--- config.mk ---
export PLATFORM = sky130hd
export DESIGN_NAME = uart_rx_oversample
export DESIGN_NICKNAME = d
export VERILOG_FILES = /design/src/rtl/uart_pkg.sv /design/src/rtl/uart_rx_fifo.sv /design/src/rtl/uart_rx_oversample.sv
export SDC_FILE = /design/constraint.sdc
export NUM_CORES = 1
export LEC_CHECK = 0
export ABC_CLOCK_PERIOD_IN_PS = 3550
export CAP_MARGIN = 20
export CORE_MARGIN = 1.5
export CORE_UTILIZATION = 48
export DETAILED_ROUTE_END_ITERATION = 8
export DONT_BUFFER_PORTS = 1
export PLACE_DENSITY = 0.69
export SLEW_MARGIN = 0
export SYNTH_ARGS = -nofsm -noshare
export SYNTH_HDL_FRONTEND = slang
export SYNTH_HIERARCHICAL = 1
export SYNTH_SLANG_ARGS = --single-unit
--- constraint.sdc ---
create_clock -name SysClk -period 3.55 [get_ports SysClk]
set_input_delay 0.355 -clock SysClk [delete_from_list [all_inputs] [get_ports SysClk]]
set_output_delay 0.355 -clock SysClk [all_outputs]
set_load 0.01 [all_outputs]
--- src/rtl/uart_pkg.sv ---
// rtl/uart_pkg.sv - shared receiver state, parity-mode types, error-tag indices and parity helper
package uart_pkg;

  typedef enum logic [2:0] {
    IDLE,
    START,
    DATA,
    PARITY,
    STOP,
    BREAK_WAIT
  } rx_state_t;

  typedef enum logic [1:0] {
    NONE = 2'b00,
    EVEN = 2'b01,
    ODD  = 2'b10
  } parity_mode_t;

  localparam int ERR_BREAK  = 0;
  localparam int ERR_PARITY = 1;
  localparam int ERR_FRAME  = 2;

  // Expected parity bit; callers zero-extend narrower words so the upper bits do not contribute.
  function automatic logic calc_parity(input logic [8:0] data, input parity_mode_t mode);
    return (^data) ^ (mode == ODD);
  endfunction

endpackage

--- src/rtl/uart_rx_fifo.sv ---
// rtl/uart_rx_fifo.sv - first-word-fall-through queue with wrap-bit pointers and sticky overflow
module uart_rx_fifo #(
  parameter int WIDTH = 11,
  parameter int DEPTH = 8
) (
  input  logic                   clk_i,
  input  logic                   rstn_i,
  input  logic                   push_i,
  input  logic [WIDTH-1:0]       push_tdata_i,
  input  logic                   pop_i,
  output logic [WIDTH-1:0]       head_tdata_o,
  output logic [$clog2(DEPTH):0] count_o,
  output logic                   empty_o,
  output logic                   full_o,
  output logic                   overflow_o
);
  localparam int AW = $clog2(DEPTH);

  logic [WIDTH-1:0] mem_q [DEPTH];
  logic [AW:0]      wr_ptr_q;
  logic [AW:0]      rd_ptr_q;
  logic             overflow_q;
  logic             do_push;
  logic             do_pop;

  assign empty_o      = (wr_ptr_q == rd_ptr_q);
  assign full_o       = (wr_ptr_q[AW] != rd_ptr_q[AW]) && (wr_ptr_q[AW-1:0] == rd_ptr_q[AW-1:0]);
  assign count_o      = wr_ptr_q - rd_ptr_q;
  assign do_pop       = pop_i && !empty_o;
  // A pop in the same cycle frees the head slot, so a push into a full queue still lands.
  assign do_push      = push_i && (!full_o || do_pop);
  assign head_tdata_o = empty_o ? '0 : mem_q[rd_ptr_q[AW-1:0]];
  assign overflow_o   = overflow_q;

  always_ff @(posedge clk_i) begin
    if (!rstn_i) begin
      wr_ptr_q   <= '0;
      rd_ptr_q   <= '0;
      overflow_q <= 1'b0;
    end else begin
      if (do_push) begin
        mem_q[wr_ptr_q[AW-1:0]] <= push_tdata_i;
        wr_ptr_q                <= wr_ptr_q + 1'b1;
      end
      if (do_pop) begin
        rd_ptr_q <= rd_ptr_q + 1'b1;
      end
      if (push_i && !do_push) begin
        overflow_q <= 1'b1;
      end else if (do_pop) begin
        overflow_q <= 1'b0;
      end
    end
  end

endmodule

--- src/rtl/uart_rx_oversample.sv ---
// rtl/uart_rx_oversample.sv - oversampled MSB-first UART receiver feeding a tagged FWFT queue
// Define UART_RX_MAJORITY_VOTE_EN to resolve each bit by 2-of-3 vote around mid-bit.
module uart_rx_oversample
  import uart_pkg::*;
#(
  parameter int SYSCLK_RATE = 100000000,
  parameter int BAUD_RATE   = 9600,
  parameter int OVERSAMPLE  = 16,
  parameter int DATA_BITS   = 8,
  parameter int STOP_BITS   = 2,
  parameter int FIFO_DEPTH  = 8
) (
  input  logic                 SysClk,
  input  logic                 Rst,
  input  logic                 Rx,
  input  logic [1:0]           Parity_Mode,
  input  logic                 Read_Done,
  output logic [DATA_BITS-1:0] Data_Out,
  output logic [2:0]           Rx_Error,
  output logic                 Data_Rdy,
  output logic                 FIFO_Empty,
  output logic                 FIFO_Full,
  output logic                 FIFO_Overflow,
  output logic                 RTS,
  output logic                 Rx_Busy
);
  localparam int DIV_RAW = SYSCLK_RATE / (BAUD_RATE * OVERSAMPLE);
  localparam int DIV     = (DIV_RAW < 1) ? 1 : DIV_RAW;
  localparam int DW      = $clog2(DIV) + 1;
  localparam int SW      = $clog2(OVERSAMPLE);
  localparam int HALF    = OVERSAMPLE / 2;
  localparam int WW      = DATA_BITS + 3;
  localparam int CW      = $clog2(FIFO_DEPTH) + 1;

  rx_state_t             state_q, state_d;
  parity_mode_t          mode_q;
  logic                  rx_meta_q, rx_sync_q, rx_prev_q;
  logic [DW-1:0]         div_cnt_q;
  logic [SW-1:0]         smp_cnt_q;
  logic [3:0]            bit_cnt_q;
  logic [DATA_BITS-1:0]  data_q;
  logic                  par_err_q, frm_err_q, all_zero_q;
  logic                  samp_b_q;
  logic                  push_q, push_d;
  logic [WW-1:0]         push_data_q, push_word;
  logic                  rts_q;
  logic [CW-1:0]         fifo_count;
  logic [WW-1:0]         head;
  logic [2:0]            tag;
  logic                  fall, tick, decide, bit_val, is_break, last_data, last_stop;

  assign fall      = rx_prev_q & ~rx_sync_q;
  assign tick      = (div_cnt_q == DW'(DIV - 1));
  // Bits are resolved one tick after mid-bit so both sampling builds share identical timing.
  assign decide    = tick && (smp_cnt_q == SW'(HALF));
  assign last_data = (bit_cnt_q == 4'(DATA_BITS - 1));
  assign last_stop = (bit_cnt_q == 4'(STOP_BITS - 1));

`ifdef UART_RX_MAJORITY_VOTE_EN
  logic samp_a_q;
  assign bit_val = (samp_a_q & samp_b_q) | (samp_a_q & rx_sync_q) | (samp_b_q & rx_sync_q);
`else
  assign bit_val = samp_b_q;
`endif

  always_comb begin
    state_d  = state_q;
    push_d   = 1'b0;
    is_break = all_zero_q & ~bit_val;
    tag      = '0;
    tag[ERR_BREAK]  = is_break;
    tag[ERR_PARITY] = par_err_q & ~is_break;
    tag[ERR_FRAME]  = (frm_err_q | ~bit_val) & ~is_break;
    push_word = {tag, data_q & {DATA_BITS{~is_break}}};
    unique case (state_q)
      IDLE:       if (fall) state_d = START;
      START:      if (decide) state_d = bit_val ? IDLE : DATA;
      DATA:       if (decide && last_data) state_d = (mode_q == NONE) ? STOP : PARITY;
      PARITY:     if (decide) state_d = STOP;
      STOP: begin
        if (decide && last_stop) begin
          push_d  = 1'b1;
          state_d = is_break ? BREAK_WAIT : IDLE;
        end
      end
      BREAK_WAIT: if (rx_sync_q) state_d = IDLE;
      default:    state_d = IDLE;
    endcase
  end

  always_ff @(posedge SysClk) begin
    if (!Rst) begin
      rx_meta_q   <= 1'b1;
      rx_sync_q   <= 1'b1;
      rx_prev_q   <= 1'b1;
      state_q     <= IDLE;
      mode_q      <= NONE;
      div_cnt_q   <= '0;
      smp_cnt_q   <= '0;
      bit_cnt_q   <= '0;
      data_q      <= '0;
      par_err_q   <= 1'b0;
      frm_err_q   <= 1'b0;
      all_zero_q  <= 1'b0;
      samp_b_q    <= 1'b1;
      push_q      <= 1'b0;
      push_data_q <= '0;
      rts_q       <= 1'b1;
`ifdef UART_RX_MAJORITY_VOTE_EN
      samp_a_q    <= 1'b1;
`endif
    end else begin
      rx_meta_q <= Rx;
      rx_sync_q <= rx_meta_q;
      rx_prev_q <= rx_sync_q;
      state_q   <= state_d;
      push_q    <= push_d;
      rts_q     <= (fifo_count < CW'(FIFO_DEPTH - 1));
      if (push_d) push_data_q <= push_word;

      if (state_q == IDLE) begin
        div_cnt_q <= '0;
        smp_cnt_q <= '0;
      end else if (tick) begin
        div_cnt_q <= '0;
        smp_cnt_q <= (smp_cnt_q == SW'(OVERSAMPLE - 1)) ? '0 : smp_cnt_q + 1'b1;
      end else begin
        div_cnt_q <= div_cnt_q + 1'b1;
      end

      if (tick && smp_cnt_q == SW'(HALF - 1)) samp_b_q <= rx_sync_q;
`ifdef UART_RX_MAJORITY_VOTE_EN
      if (tick && smp_cnt_q == SW'(HALF - 2)) samp_a_q <= rx_sync_q;
`endif

      if (state_q == IDLE && fall) begin
        mode_q     <= (Parity_Mode == 2'b11) ? NONE : parity_mode_t'(Parity_Mode);
        par_err_q  <= 1'b0;
        frm_err_q  <= 1'b0;
        all_zero_q <= 1'b1;
        bit_cnt_q  <= '0;
      end

      if (decide) begin
        unique case (state_q)
          DATA: begin
            data_q     <= {data_q[DATA_BITS-2:0], bit_val};
            all_zero_q <= all_zero_q & ~bit_val;
            bit_cnt_q  <= last_data ? 4'd0 : bit_cnt_q + 4'd1;
          end
          PARITY: begin
            par_err_q  <= (bit_val != calc_parity(9'(data_q), mode_q));
            all_zero_q <= all_zero_q & ~bit_val;
          end
          STOP: begin
            frm_err_q  <= frm_err_q | ~bit_val;
            all_zero_q <= all_zero_q & ~bit_val;
            bit_cnt_q  <= last_stop ? 4'd0 : bit_cnt_q + 4'd1;
          end
          default: ;
        endcase
      end
    end
  end

  uart_rx_fifo #(
    .WIDTH (WW),
    .DEPTH (FIFO_DEPTH)
  ) u_fifo (
    .clk_i        (SysClk),
    .rstn_i       (Rst),
    .push_i       (push_q),
    .push_tdata_i (push_data_q),
    .pop_i        (Read_Done),
    .head_tdata_o (head),
    .count_o      (fifo_count),
    .empty_o      (FIFO_Empty),
    .full_o       (FIFO_Full),
    .overflow_o   (FIFO_Overflow)
  );

  assign Data_Out = head[DATA_BITS-1:0];
  assign Rx_Error = head[WW-1:DATA_BITS];
  assign Data_Rdy = ~FIFO_Empty;
  assign RTS      = rts_q;
  assign Rx_Busy  = (state_q != IDLE);

endmodule

==> flow_summary.toml <==
[clock_network]
h-tree-depth = 4
cts_resized = 0
cts_root_buffer = "clkbuf_16"
cts_setup_buffers = 0
clock_path_buffers = 2
cts.sinks = 152
clk_latency_ns = 0.42
clk_pin_slew_ns = 0.06
cts_tree = "done"
numCtsBuffers = 17

[timing]
worst_pin_slew_ns = 1.06
skew_ns = 0.00825
fmax_mhz = 327
rsz0062_at_grt = "false"
tns_ns = 0
slew-limit-headroom_pct = 29.4
fin_ws_ns = 0.489
min_period_ns = 3.06
maxSlewViolCount = 0
finalHoldViolCount = 0
setup_viol = 0
fin_crit_sh_pct = 86.2

[placed_design]
placed_area_um2 = 6710
pre_cts_ws_ns = 0.898
port_buffers = 0
post-place-cells = 674
gp_congestion = 0.868
dp_hpwl_mm = 7.48

[global_routing]
grt_pass1_vias = 3841
grt-ovfl-total = 0
antenna_found_initial = 0
grt_use_total_pct = 17.7
grt_max_degree = 29
grt_pass1_wl_mm = 19.4

[worst_setup_path]
required_ns = 3.19
end_kind = "primary output"
cp.arrival_ns = 2.71
crit_type = "reg2out"
path_max_fanout = 11
start_kind = "register"

[synthesis]
ys.flop_type = "edfxtp_1"
yosysTopAreaCellShare_pct = 40.4
ys_types = 63
avgSynthCellArea_um2 = 12.8
synth-edff-count = 88
yosysMostFrequentCell = "edfxtp_1"
ys_seq_area_share_pct = 60.0
synth_area_um2 = 6540
synth_top_area_cell = "edfxtp_1"
netlist_instances = 511
synth-seq-cells = 152
synth_top_cells_by_count = "88 x edfxtp_1, 64 x dfxtp_1, 44 x nor2_1, 36 x inv_1, 30 x nand2_1"
synth.area.top_cells = "edfxtp_1 40%, dfxtp_1 20%, mux4_2 7.6%"
syn_nets = 529
ys.warnings.count = 6
synthArstFlopShare_pct = 0

[cells_and_area]
design_area_um2 = 7330
num-fill-cells = 1097
diodes = 0
finalNetCount = 536
stdcell_count = 707
area_growth_pct = 12.1
utilization_pct = 55.3
drive_gt1_share_pct = 16.2

[detailed_routing]
routedWlPerCell_um = 16.2
ant_nets = 0
dr.first_iter.drc_count = 285
drt_wl_total_mm = 11.4
drc = 0
vias = 3835
firstDrtPassIters = 4
vias_per_cell = 5.42

[power_and_ir_drop]
swShare_pct = 21.5
vdd_drop_max_mv = 0.297
power_frac_comb_pct = 3.8
pwr-share-seq_pct = 49.2
powerDensity_nw_per_um2 = 522
p_int_w = 0.00301
power.leakage_nw = 2.51
p_sw_w = 0.000822
power_frac_clock_pct = 47.0

[run]
drv_cap = 0

[die]
dieArea_um2 = 14300
die_x_um = 120
die_h_um = 120
ioPinCount = 23
row_count = 42
start_util_pct = 49.3
core-area_um2 = 13200

[status]
outcome = "completed"

[hold_path]
hp-class = "in2reg"
layout make-up:
| cell class | count | area, um^2 | share of cell area, % |
|---|---|---|---|
| flip-flops and latches | 152 | 3920 | 53.5 |
| multi-input cells | 302 | 2380 | 32.5 |
| clock buffers | 20 | 467 | 6.37 |
| well taps | 176 | 220 | 3.00 |
| inverters | 37 | 139 | 1.90 |
| clock inverters | 12 | 138 | 1.88 |
| repair buffers | 8 | 62.6 | 0.854 |
cell families after synthesis:
family                     after synthesis  synth area share [%]
xor gates and xnor gates                28                  4.08
AOI/OAI and AO/OA                       66                  7.41
adders and majority gates               12                  2.41
buffers and inverters                   57                  3.56
and+or+nand+nor                        163                  13.2
DFF                                    152                  60.0
muxes                                   33                  9.29
repair_timing:
item | in CTS | in global routing
hold endpoints to repair | 3 | 0
setup endpoints to repair | 0 | 0
hold buffers | 1 | 0
metrics by stage:
step	power, W	hold WS [ns]
after floorplan	0.00204	0.386
after global placement	0.00206	0.391
after detailed placement	0.00206	0.405
after CTS	0.00387	0.00515
after global routing	0.00396	0.00776
final	0.00383	0.0218
critical path, cell delays in order (launching register included):
cell and delay, ns:
dfxtp_1 0.47, inv_1 0.11, ha_1 0.34, nand3_2 0.20, nor2_1 0.33, or2_1 0.57
o22ai_1 0.26
per-layer routing:
layer / wire length (um) / track usage [%] / up-vias / share of wire [%]
li1: - / - / 1875 / -
met1: 5230 / 23.4 / 1861 / 46
met2: 5540 / 27.8 / 80 / 48
met3: 442 / 4.52 / 19 / 3.9
met4: 228 / 7.44 / 0 / 2.0
met5: 0 / 0 / - / 0
state kept, by name (all words and copies together) (netlist names), named ones only:
signal / flops
rx_sync_q: 1
smp_cnt_q: 4
data_q: 8
mode_q: 2
div_cnt_q: 11
frm_err_q: 1
bit_cnt_q: 4
all_zero_q: 1
RTS: 1
u_fifo/wr_ptr_q: 4
push_data_q: 11
par_err_q: 1
rx_prev_q: 1
rx_meta_q: 1
bit_val: 1
push_q: 1
state_q: 3
u_fifo/rd_ptr_q: 4
u_fifo/overflow_o: 1
u_fifo/mem_q: 88
final timing paths:
| kind | start | endpoint | slack, ns | depth (start not counted) |
|---|---|---|---|---|
| max | u_fifo/wr_ptr_q[0]$_SDFFE_PN0N_ | Rx_Error[1] | 0.49 | 6 |
| min | Rst | rx_sync_q$_SDFF_PN1_ | 0.02 | 1 |
| max reg2reg | u_fifo/wr_ptr_q[0]$_SDFFE_PN0N_ | u_fifo/mem_q[2][5]$_DFFE_PP_ | 0.85 | 6 |
| min reg2reg | rx_meta_q$_SDFF_PN1_ | rx_sync_q$_SDFF_PN1_ | 0.42 | 1 |
power groups by stage:
stage	logic [W]	clock network (W)	registers, W
2_1_floorplan	0.000138	0	0.00190
3_3_place_gp	0.000137	0	0.00192
3_5_place_dp	0.000142	0	0.00192
4_1_cts	0.000144	0.00184	0.00188
5_1_grt	0.000166	0.00190	0.00189
6_report	0.000146	0.00180	0.00188
placed cells by master (no fill, tap or decap), types with 11 or more instances in the layout:
master and count:
nor2_1 44, edfxtp_1 88, inv_1 36, mux4_2 22, nand3_1 25, clkbuf_16 17, ha_1 11, a21oi_1 25
dfxtp_1 64, nand2_1 30, xnor2_1 17
(Power assumes the default switching activity.)
